--- config.mk ---
export PLATFORM = sky130hd
export DESIGN_NAME = hash_pool
export DESIGN_NICKNAME = d
export VERILOG_FILES = /design/src/rtl/hash_pool_pkg.sv /design/src/rtl/hash_lane.sv /design/src/rtl/hash_pool.sv
export SDC_FILE = /design/constraint.sdc
export NUM_CORES = 1
export LEC_CHECK = 0
export BUFFER_PORTS_ARGS = -buffer_cell sky130_fd_sc_hd__buf_4
export CAP_MARGIN = 5
export CORE_ASPECT_RATIO = 0.75
export CORE_MARGIN = 4
export CORE_UTILIZATION = 56
export DETAILED_ROUTE_END_ITERATION = 8
export PLACE_DENSITY = 0.8
export SYNTH_ARGS = -nofsm -noshare
export SYNTH_HDL_FRONTEND = slang
export SYNTH_SLANG_ARGS = --single-unit
--- constraint.sdc ---
create_clock -name clock -period 2.19 [get_ports clock]
set_input_delay 0.1095 -clock clock [delete_from_list [all_inputs] [get_ports clock]]
set_output_delay 0.1095 -clock clock [all_outputs]
set_load 0.02 [all_outputs]
--- src/rtl/hash_pool_pkg.sv ---
// Shared types, default constants and the xorshift-add-xor step for hash_pool.
// No ports; imported by hash_lane and hash_pool.
// Optional feature macro: HASH_POOL_ITER_CAP_EN (iteration cap, off by default).
package hash_pool_pkg;

    typedef enum logic [1:0] {
        IDLE = 2'd0,
        BUSY = 2'd1,
        DONE = 2'd2
    } lane_state_e;

    localparam int          DEF_WIDTH     = 16;
    localparam int          DEF_LANES     = 4;
    localparam int          DEF_SHR       = 9;
    localparam int          DEF_SHL       = 7;
    localparam logic [63:0] DEF_ADD_K     = 64'h1431;
    localparam logic [63:0] DEF_XOR_K     = 64'h4237;
    localparam int          DEF_DONE_BITS = 2;
    localparam int          DEF_MAX_ITERS = 255;

`ifdef HASH_POOL_ITER_CAP_EN
    localparam bit ITER_CAP_EN = 1'b1;
`else
    localparam bit ITER_CAP_EN = 1'b0;
`endif

    // One step of the hash on a word of 'width' bits carried in a 64-bit
    // container; everything above 'width' is masked so arithmetic wraps
    // modulo 2^width.
    function automatic logic [63:0] hash_step(
        input logic [63:0] x,
        input int          width,
        input int          shr,
        input int          shl,
        input logic [63:0] add_k,
        input logic [63:0] xor_k
    );
        logic [63:0] mask;
        logic [63:0] m;
        mask = (width >= 64) ? {64{1'b1}} : ((64'd1 << width) - 64'd1);
        m    = x & mask;
        m    = m ^ (m >> shr);
        m    = (m ^ (m << shl)) & mask;
        m    = ((m + add_k) ^ xor_k) & mask;
        return m;
    endfunction

endpackage

--- src/rtl/hash_lane.sv ---
// One hash lane: loads a word, steps it once per cycle until the low DONE_BITS
// bits of the new value are zero (or the optional cap hits), then holds it.
// Ports: clock/reset, load_i (accept into this lane), pop_i (retire from this
// lane), data_i, and idle_o/done_o/val_o/iters_o/capped_o status.
// Cap behaviour depends on HASH_POOL_ITER_CAP_EN (see hash_pool_pkg).
module hash_lane
    import hash_pool_pkg::*;
#(
    parameter int          WIDTH     = DEF_WIDTH,
    parameter int          SHR       = DEF_SHR,
    parameter int          SHL       = DEF_SHL,
    parameter logic [63:0] ADD_K     = DEF_ADD_K,
    parameter logic [63:0] XOR_K     = DEF_XOR_K,
    parameter int          DONE_BITS = DEF_DONE_BITS,
    parameter int          MAX_ITERS = DEF_MAX_ITERS,
    parameter int          ITER_W    = $clog2(MAX_ITERS + 1)
) (
    input  logic              clock,
    input  logic              reset,
    input  logic              load_i,
    input  logic              pop_i,
    input  logic [WIDTH-1:0]  data_i,
    output logic              idle_o,
    output logic              done_o,
    output logic [WIDTH-1:0]  val_o,
    output logic [ITER_W-1:0] iters_o,
    output logic              capped_o
);

    localparam logic [ITER_W-1:0] CAP_AT = ITER_W'(MAX_ITERS);

    lane_state_e       state_q;
    logic [WIDTH-1:0]  val_q;
    logic [WIDTH-1:0]  val_d;
    logic [ITER_W-1:0] iters_q;
    logic [ITER_W-1:0] iters_d;
    logic              capped_q;
    logic              done_hit;
    logic              cap_hit;

    assign val_d    = WIDTH'(hash_step(64'(val_q), WIDTH, SHR, SHL, ADD_K, XOR_K));
    // Counter sticks at all-ones rather than wrapping.
    assign iters_d  = (&iters_q) ? iters_q : iters_q + 1'b1;
    // Completion looks at the freshly stepped value, so the loaded word itself
    // is never tested and at least one step is always applied.
    assign done_hit = (val_d[DONE_BITS-1:0] == '0);
    assign cap_hit  = ITER_CAP_EN && (iters_d == CAP_AT);

    always_ff @(posedge clock) begin
        if (reset) begin
            state_q  <= IDLE;
            val_q    <= '0;
            iters_q  <= '0;
            capped_q <= 1'b0;
        end else begin
            case (state_q)
                IDLE: begin
                    if (load_i) begin
                        state_q  <= BUSY;
                        val_q    <= data_i;
                        iters_q  <= '0;
                        capped_q <= 1'b0;
                    end
                end
                BUSY: begin
                    val_q   <= val_d;
                    iters_q <= iters_d;
                    // A natural finish in the same round wins over the cap.
                    if (done_hit) begin
                        state_q <= DONE;
                    end else if (cap_hit) begin
                        state_q  <= DONE;
                        capped_q <= 1'b1;
                    end
                end
                DONE: begin
                    if (pop_i) begin
                        state_q <= IDLE;
                    end
                end
                default: state_q <= IDLE;
            endcase
        end
    end

    assign idle_o   = (state_q == IDLE);
    assign done_o   = (state_q == DONE);
    assign val_o    = val_q;
    assign iters_o  = iters_q;
    assign capped_o = capped_q;

endmodule

--- src/rtl/hash_pool.sv ---
// Multi-lane iterative hash engine; words go to lanes round-robin and retire
// in input order over valid/ready.
// Ports: clock, reset (sync, active-high); data/data_valid/data_ready in;
// result/result_iters/result_capped/result_valid/result_ready out; lanes_busy.
// data_ready and result_valid depend on lane state only (no input-to-output
// combinational path). HASH_POOL_ITER_CAP_EN enables the iteration cap;
// otherwise result_capped is always 0.
module hash_pool
    import hash_pool_pkg::*;
#(
    parameter int          WIDTH     = DEF_WIDTH,
    parameter int          LANES     = DEF_LANES,
    parameter int          SHR       = DEF_SHR,
    parameter int          SHL       = DEF_SHL,
    parameter logic [63:0] ADD_K     = DEF_ADD_K,
    parameter logic [63:0] XOR_K     = DEF_XOR_K,
    parameter int          DONE_BITS = DEF_DONE_BITS,
    parameter int          MAX_ITERS = DEF_MAX_ITERS,
    localparam int         ITER_W    = $clog2(MAX_ITERS + 1),
    localparam int         CNT_W     = $clog2(LANES + 1)
) (
    input  logic              clock,
    input  logic              reset,
    input  logic [WIDTH-1:0]  data,
    input  logic              data_valid,
    output logic              data_ready,
    output logic [WIDTH-1:0]  result,
    output logic [ITER_W-1:0] result_iters,
    output logic              result_capped,
    output logic              result_valid,
    input  logic              result_ready,
    output logic [CNT_W-1:0]  lanes_busy
);

    localparam int PTR_W = (LANES > 1) ? $clog2(LANES) : 1;

    logic [PTR_W-1:0]  wr_ptr_q, wr_ptr_d;
    logic [PTR_W-1:0]  rd_ptr_q, rd_ptr_d;
    logic              in_fire;
    logic              out_fire;
    logic [CNT_W-1:0]  busy_cnt;

    logic              lane_idle   [LANES];
    logic              lane_done   [LANES];
    logic [WIDTH-1:0]  lane_val    [LANES];
    logic [ITER_W-1:0] lane_iters  [LANES];
    logic              lane_capped [LANES];

    function automatic logic [PTR_W-1:0] ptr_next(input logic [PTR_W-1:0] p);
        return (p == PTR_W'(LANES - 1)) ? '0 : p + 1'b1;
    endfunction

    for (genvar g = 0; g < LANES; g++) begin : g_lane
        hash_lane #(
            .WIDTH     (WIDTH),
            .SHR       (SHR),
            .SHL       (SHL),
            .ADD_K     (ADD_K),
            .XOR_K     (XOR_K),
            .DONE_BITS (DONE_BITS),
            .MAX_ITERS (MAX_ITERS),
            .ITER_W    (ITER_W)
        ) u_lane (
            .clock    (clock),
            .reset    (reset),
            .load_i   (in_fire && (wr_ptr_q == PTR_W'(g))),
            .pop_i    (out_fire && (rd_ptr_q == PTR_W'(g))),
            .data_i   (data),
            .idle_o   (lane_idle[g]),
            .done_o   (lane_done[g]),
            .val_o    (lane_val[g]),
            .iters_o  (lane_iters[g]),
            .capped_o (lane_capped[g])
        );
    end

    // The lane under wr_ptr being free means the ring is not full; the lane
    // under rd_ptr is always the oldest word in flight.
    assign data_ready    = lane_idle[wr_ptr_q];
    assign result_valid  = lane_done[rd_ptr_q];
    assign result        = lane_val[rd_ptr_q];
    assign result_iters  = lane_iters[rd_ptr_q];
    assign result_capped = lane_capped[rd_ptr_q];

    assign in_fire  = data_valid && data_ready;
    assign out_fire = result_valid && result_ready;

    always_comb begin
        wr_ptr_d = in_fire  ? ptr_next(wr_ptr_q) : wr_ptr_q;
        rd_ptr_d = out_fire ? ptr_next(rd_ptr_q) : rd_ptr_q;
    end

    always_ff @(posedge clock) begin
        if (reset) begin
            wr_ptr_q <= '0;
            rd_ptr_q <= '0;
        end else begin
            wr_ptr_q <= wr_ptr_d;
            rd_ptr_q <= rd_ptr_d;
        end
    end

    always_comb begin
        busy_cnt = '0;
        for (int i = 0; i < LANES; i++) begin
            if (!lane_idle[i]) begin
                busy_cnt = busy_cnt + 1'b1;
            end
        end
    end

    assign lanes_busy = busy_cnt;

endmodule

# After elaboration in Yosys (flattened, before gate mapping)

Index checks and enable logic that the tools add are counted.

Order comparisons: 2
$add $sub $neg: 13
Bitwise gates (word level): 14
Reduce and logical (&&, ||, !) cells: 40
Multiplexer cells: 57
Equality and inequality tests: 30

Operators by type and width:

| cell                                                                     | count |
|---|---|
| 16-bit one-hot mux with 2 select lines                                   | 4 |
| 16-bit 2-to-1 mux                                                        | 6 |
| 8-bit 2-to-1 mux                                                         | 10 |
| 16-bit by 13-bit adder with 16-bit output (second input constant)        | 4 |
| 8-bit one-hot mux with 2 select lines                                    | 4 |
| 16-bit XOR                                                               | 4 |
| 16-bit by 7-bit XOR with 16-bit output                                   | 4 |
| 8-bit by 1-bit adder with 8-bit output (second input constant)           | 4 |
| 16-bit binary-select mux with 2-bit select                               | 1 |
| 8-bit AND reduction                                                      | 4 |
| 2-bit 2-to-1 mux                                                         | 14 |
| 7-bit inverter                                                           | 4 |
| 2-bit by 1-bit inequality test with 1-bit output (second input constant) | 12 |
| 2-bit one-hot mux with 3 select lines                                    | 4 |
| 3-bit AND reduction                                                      | 8 |
| 2-bit logical NOT                                                        | 10 |
| 8-bit binary-select mux with 2-bit select                                | 1 |
| 2-bit == test (second input constant)                                    | 8 |
| 2-bit by 1-bit == test with 1-bit output (second input constant)         | 6 |
| 1-bit logical AND                                                        | 10 |
| 3-bit by 1-bit adder with 3-bit output (second input constant)           | 3 |
| 3-bit 2-to-1 mux                                                         | 3 |
| 2-bit inequality test (second input constant)                            | 4 |
| 2-bit AND reduction                                                      | 4 |
| other kinds (6)                                                          | 20 |

Word-level logic and storage cells: 170
Bits of input ports: 20
Register bits after elaboration: 108
Output and inout port bits: 30

# Logic depth before layout (Yosys ltp)

Word-level depth: 8
Gate-level depth with buffers: 10
Depth with buffers taken out: 9

# By module

From an unflattened synthesis, not the netlist that was laid out.

Cell total of the unflattened synthesis: 982
Area total of the unflattened synthesis: 8316.7 um^2

Modules (own cells, without submodules):

| module                            | seq. area each (um^2) | instances | area each (um^2) | cells each |
|---|---|---|---|---|
| hash_lane at g_lane[0].u_lane ... | 520.5                 | 3         | 1799.2           | 224 |
| hash_lane at g_lane[1].u_lane     | 520.5                 | 1         | 1701.6           | 214 |
| hash_pool                         | 80.1                  | 1         | 1217.4           | 96 |

# Worst setup path before layout

Ideal clock, no wire load.

Kind: flip-flop to flip-flop
From: reg g_lane[1].u_lane.val_q[10]
To: reg g_lane[1].u_lane.val_q[14]
Required time: 2.089 ns
Buffers on the path: 1
Data arrival time: 2.324 ns
Stages on the path, launching flop included: 10
Period minus slack after synthesis: 2.425 ns
Setup slack: -0.235 ns
Cell sequence: dfxtp_1 -> clkbuf_2 -> xor2_1 -> ha_1 -> inv_1 -> o311ai_1 -> a41oi_1 -> nor3_1 -> nor3_1 -> o41ai_1

Longest elaborated chain between the ends: 5

RTL lines:

| what                                      | line                | source |
|---|---|---|
| start: declaration                        | hash_lane.sv:33     | `logic [WIDTH-1:0] val_q;` |
| start signal: assignment                  | hash_lane.sv:60     | `val_q <= data_i;` |
| start signal: assignment                  | hash_lane.sv:66     | `val_q <= val_d;` |
| 16-bit by 7-bit XOR with 16-bit output    | hash_pool_pkg.sv:42 | `m = m ^ (m >> shr);` |
| 16-bit XOR                                | hash_pool_pkg.sv:43 | `m = (m ^ (m << shl)) & mask;` |
| 16-bit by 13-bit adder with 16-bit output | hash_pool_pkg.sv:44 | `m = ((m + add_k) ^ xor_k) & mask;` |
| 7-bit inverter (no line)                  | --                  |  |
| 16-bit one-hot mux with 2 select lines    | hash_lane.sv:56     | `case (state_q)` |

Every way passes these cells.
A chain may end at the register's enable or synchronous reset.

# Worst setup path after layout

From: reg g_lane[1].u_lane.state_q[1]
To: reg g_lane[0].u_lane.iters_q[5]

Longest elaborated chain between the ends: 8

RTL lines:

| what                                                       | line            | source |
|---|---|---|
| start: declaration                                         | hash_lane.sv:32 | `lane_state_e state_q;` |
| start signal: assignment                                   | hash_lane.sv:51 | `state_q <= IDLE;` |
| start signal: assignment                                   | hash_lane.sv:59 | `state_q <= BUSY;` |
| start signal: assignment                                   | hash_lane.sv:70 | `state_q <= DONE;` |
| 2-bit logical NOT                                          | hash_lane.sv:86 | `assign idle_o = (state_q == IDLE);` |
| 1-bit binary-select mux with 2-bit select                  | hash_pool.sv:79 | `assign data_ready = lane_idle[wr_ptr_q];` |
| 1-bit 2-to-1 mux (not written as such) (2 in series)       | hash_pool.sv:79 |  |
| 1-bit logical AND                                          | hash_pool.sv:85 | `assign in_fire = data_valid && data_ready;` |
| 1-bit logical AND                                          | hash_pool.sv:66 | `.load_i (in_fire && (wr_ptr_q == PTR_W'(g))),` |
| 2-bit by 1-bit inequality test with 1-bit output (no line) | --              |  |
| 3-bit AND reduction (no line)                              | --              |  |
| end signal: assignment                                     | hash_lane.sv:67 | `iters_q <= iters_d;` |
| end: declaration                                           | hash_lane.sv:35 | `logic [ITER_W-1:0] iters_q;` |

Every way passes these cells. The select of a mux whose other input is x is not followed.

==> impl_metrics.csv <==
group,metric,value,unit
sta,timing.fmax,0.4565,GHz
final_layout,register_area,2178,µm²
min_path,hold_depth,3,
sta,finClkSkew,0.01042,ns
cts,cts-root-buf,"clkbuf_16",
pwr,p_leak,3.829,nW
global_route,use_met2,0.4597,
routing,firstDrtPassIters,6,
die,die_w,147.6,µm
cts,clock_latency,0.36,ns
die,pin_count,50,
cts,cts_tree,"done",
die,die_y,112.7,µm
synthesis,seq_area_frac_synth,0.2641,
synthesis,synth-edff-count,0,
worst_setup_path,ff2ff_path_depth,8,
worst_setup_path,required,2.44,ns
die,placement_rows,37,
worst_setup_path,worstSetupStartpoint,"g_lane[1].u_lane.state_q[1]$_SDFFE_PP0P_",
final_layout,fin_area,9996,µm²
global_route,use_met3,0.07566,
cts,holdBufCountCts,0,
worst_setup_path,path_class,"reg2reg",
synthesis,ys_types,75,
worst_setup_path,worstPathArrival,2.44,ns
cts,cts_max_level,3,
routing,drc,0,
global_route,gr-usage-met1,0.4218,
synthesis,synthCells,949,
die,core-area,14030,µm²
routing,drtIter0Drc,1013,
worst_setup_path,crit-reg2reg-launch,"g_lane[1].u_lane.state_q[1]$_SDFFE_PP0P_",
global_route,grt-ovfl-total,0,
place,gp_congestion,0.9881,
global_route,grt_pass1_vias,7283,
final_layout,nFillCells,1069,
synthesis,synth_seq_cells,108,
synthesis,syn-num-nets,988,
synthesis,ys.flop_type,"dfxtp_1",
final_layout,drive_gt1_frac,0.2632,
routing,avgRoutedWirePerCell,21.17,µm
routing,routed_wl,26570,µm
sta,worst_pin_slew,0.6669,ns
pwr,vdd.ir_drop.worst,0.4878,mV
routing,drt.antenna.violating_nets,0,
run_status,violations,"setup timing",
place,dpl_cell_area,9340,µm²
sta,relSlewSlack,0.5538,
synthesis,synth_largest_area_cell,"dfxtp_1",
worst_setup_path,endpoint_kind,"register",
global_route,grt_pass1_wl,39670,µm
synthesis,synth.top_cells.by_count,"108 x dfxtp_1, 108 x nor2_1, 87 x nand2_1, 72 x xnor2_1, 61 x a21oi_1",
place,preCtsSetupSlack,-0.04171,ns
place,dp_hpwl,19300,µm
final_layout,antenna_cells,0,
sta,slew_violations,0,
run_status,outcome,"complete, but fails checks",
synthesis,postSynthAreaPerCell,8.628,µm²
min_path,hold_start,"data[0]",
global_route,grt_max_degree,46,
worst_setup_path,crit_path_start_kind,"register",
synthesis,async_reset_ff_frac,0,
synthesis,ys_warn_count,0,
sta,period_minus_slack,2.190,ns
final_layout,area_delta_synth_final,22.08,%
job,cap_violations,0,
sta,postLayoutSetupSlackWorst,-0.0003682,ns
routing,avgViaCountPerCell,6.467,
pwr,power_density,1018,nW/µm²
synthesis,synth_top_area_frac,0.2641,
cts,clk_pin_slew,0.08,ns
final_layout,multi_input_area,5923,µm²
cts,cts_inserted_buffers,9,
min_path,hold_path_class,"in2reg",
global_route,grt_usage,0.3011,
final_layout,num-nets-final,1094,
sta,setup_viol,1,
die,initial_utilization,0.5837,
routing,vias,8116,
cts,cts_sinks,108,
place,numPortBuffers,48,
cts,cts.path.max_buffers,2,
global_route,antenna_found_initial,0,
global_route,top_usage_layer,"met2",
die,die_area,16640,µm²
sta,fin_crit_sh,1.000,
synthesis,syn_area,8188,µm²
worst_setup_path,path_max_fanout,8,
sta,hold_violations,0,
synthesis,netlist_top_cells_area,"dfxtp_1 26%, xnor2_1 7.7%, mux4_2 7.2%",
-- registers in the layout (all words and copies together) (netlist names) --
signal,cells
g_lane.u_lane.val_o,64
g_lane.u_lane.iters_o,32
g_lane.u_lane.state_q,8
rd_ptr_q,2
wr_ptr_q,2
-- per-stage QoR --
stage | instances | utilization | power [mW] | hold slack (ns) | setup TNS (ns)
final | 1255 | 0.7126 | 10.18 | 0.06773 | -0.0003682
after global routing | 1255 | 0.7126 | 10.66 | 0.08031 | -0.4717
after CTS | 1249 | 0.6899 | 9.617 | 0.06415 | -0.02289
after detailed placement | 1230 | 0.6659 | 7.902 | 0.4483 | -0.04171
after global placement | 1230 | 0.6659 | 7.808 | 0.4407 | 0
after floorplan | 949 | - | 6.215 | 0.2685 | 0
-- path summary, 6_finish.rpt --
check | end | slack [ns]
setup / recovery | g_lane[0].u_lane.iters_o[5]$_SDFFE_PP0P_ | -0.0004
setup reg to reg | g_lane[0].u_lane.iters_o[5]$_SDFFE_PP0P_ | -0.0004
hold / removal | g_lane[2].u_lane.val_o[0]$_SDFFE_PP0P_ | 0.07
hold reg to reg | g_lane[0].u_lane.val_o[1]$_SDFFE_PP0P_ | 0.50
-- worst max-delay path, stage by stage (launching register included) --
cell and delay [ns]:
dfxtp_2 0.35, nor2_4 0.16, buf_4 0.14, mux4_2 0.44
a41oi_4 0.19, buf_4 0.21, nor4_1 0.38, xnor2_1 0.16
nor2_1 0.05
-- cell type report --
cell class                 instances  area share
clock buffer                      10     0.02291
clock inverter                     6    0.005382
inverter                          22    0.008261
multi-input combinational        752      0.5926
sequential                       108      0.2179
tap                              195     0.02441
timing repair buffer             162      0.1286
-- placed cells by master, fill, tap and decap left out, drive strengths merged, types with 12 or more instances in the layout --
master and n:
nor2 111, mux4 26, dfxtp 108, nand3b 12, xnor2 72, inv 26
nor2b 13, buf 162, o221ai 17, xnor3 13, o211ai 12, a21oi 63
nand3 28, a31oi 14, ha 19, o21ai 26, xor2 44, a211oi 15
nor3 23, nand2 88
-- report_power, final --
part	leakage [nW]	internal (mW)	switching (mW)
logic	2.81	2.77	3.12
registers	0.882	2.24	0.409
clock network	0.141	0.800	0.847
total	3.83	5.81	4.37
-- routing by layer --
metal	wire length, µm	share of wire	vias to the layer above
li1	-	-	3672
met1	10950	0.41	3891
met2	11750	0.44	484
met3	3101	0.12	69
met4	769	0.029	0
met5	0	0	-
-- kinds of logic (layout without fill, tap and decap cells) --
logic type / Yosys count / after routing / share of synthesized area
xor+xnor: 138 / 138 / 0.1869
other cells: 1 / 1 / 0.0004580
flops: 108 / 108 / 0.2641
fa+ha+maj: 19 / 19 / 0.02903
simple gates: 337 / 337 / 0.1983
compound gates: 218 / 218 / 0.1851
buf+inv: 89 / 200 / 0.04844
mux: 39 / 39 / 0.08771
-- timing repair --
| item | in CTS | in global routing |
|---|---|---|
| pin swaps | 2 | 16 |
| setup buffers | 3 | 6 |
| endpoints found under the setup margin | 5 | 44 |
| gates resized for setup | 9 | 59 |
(Power assumes the default switching activity.)
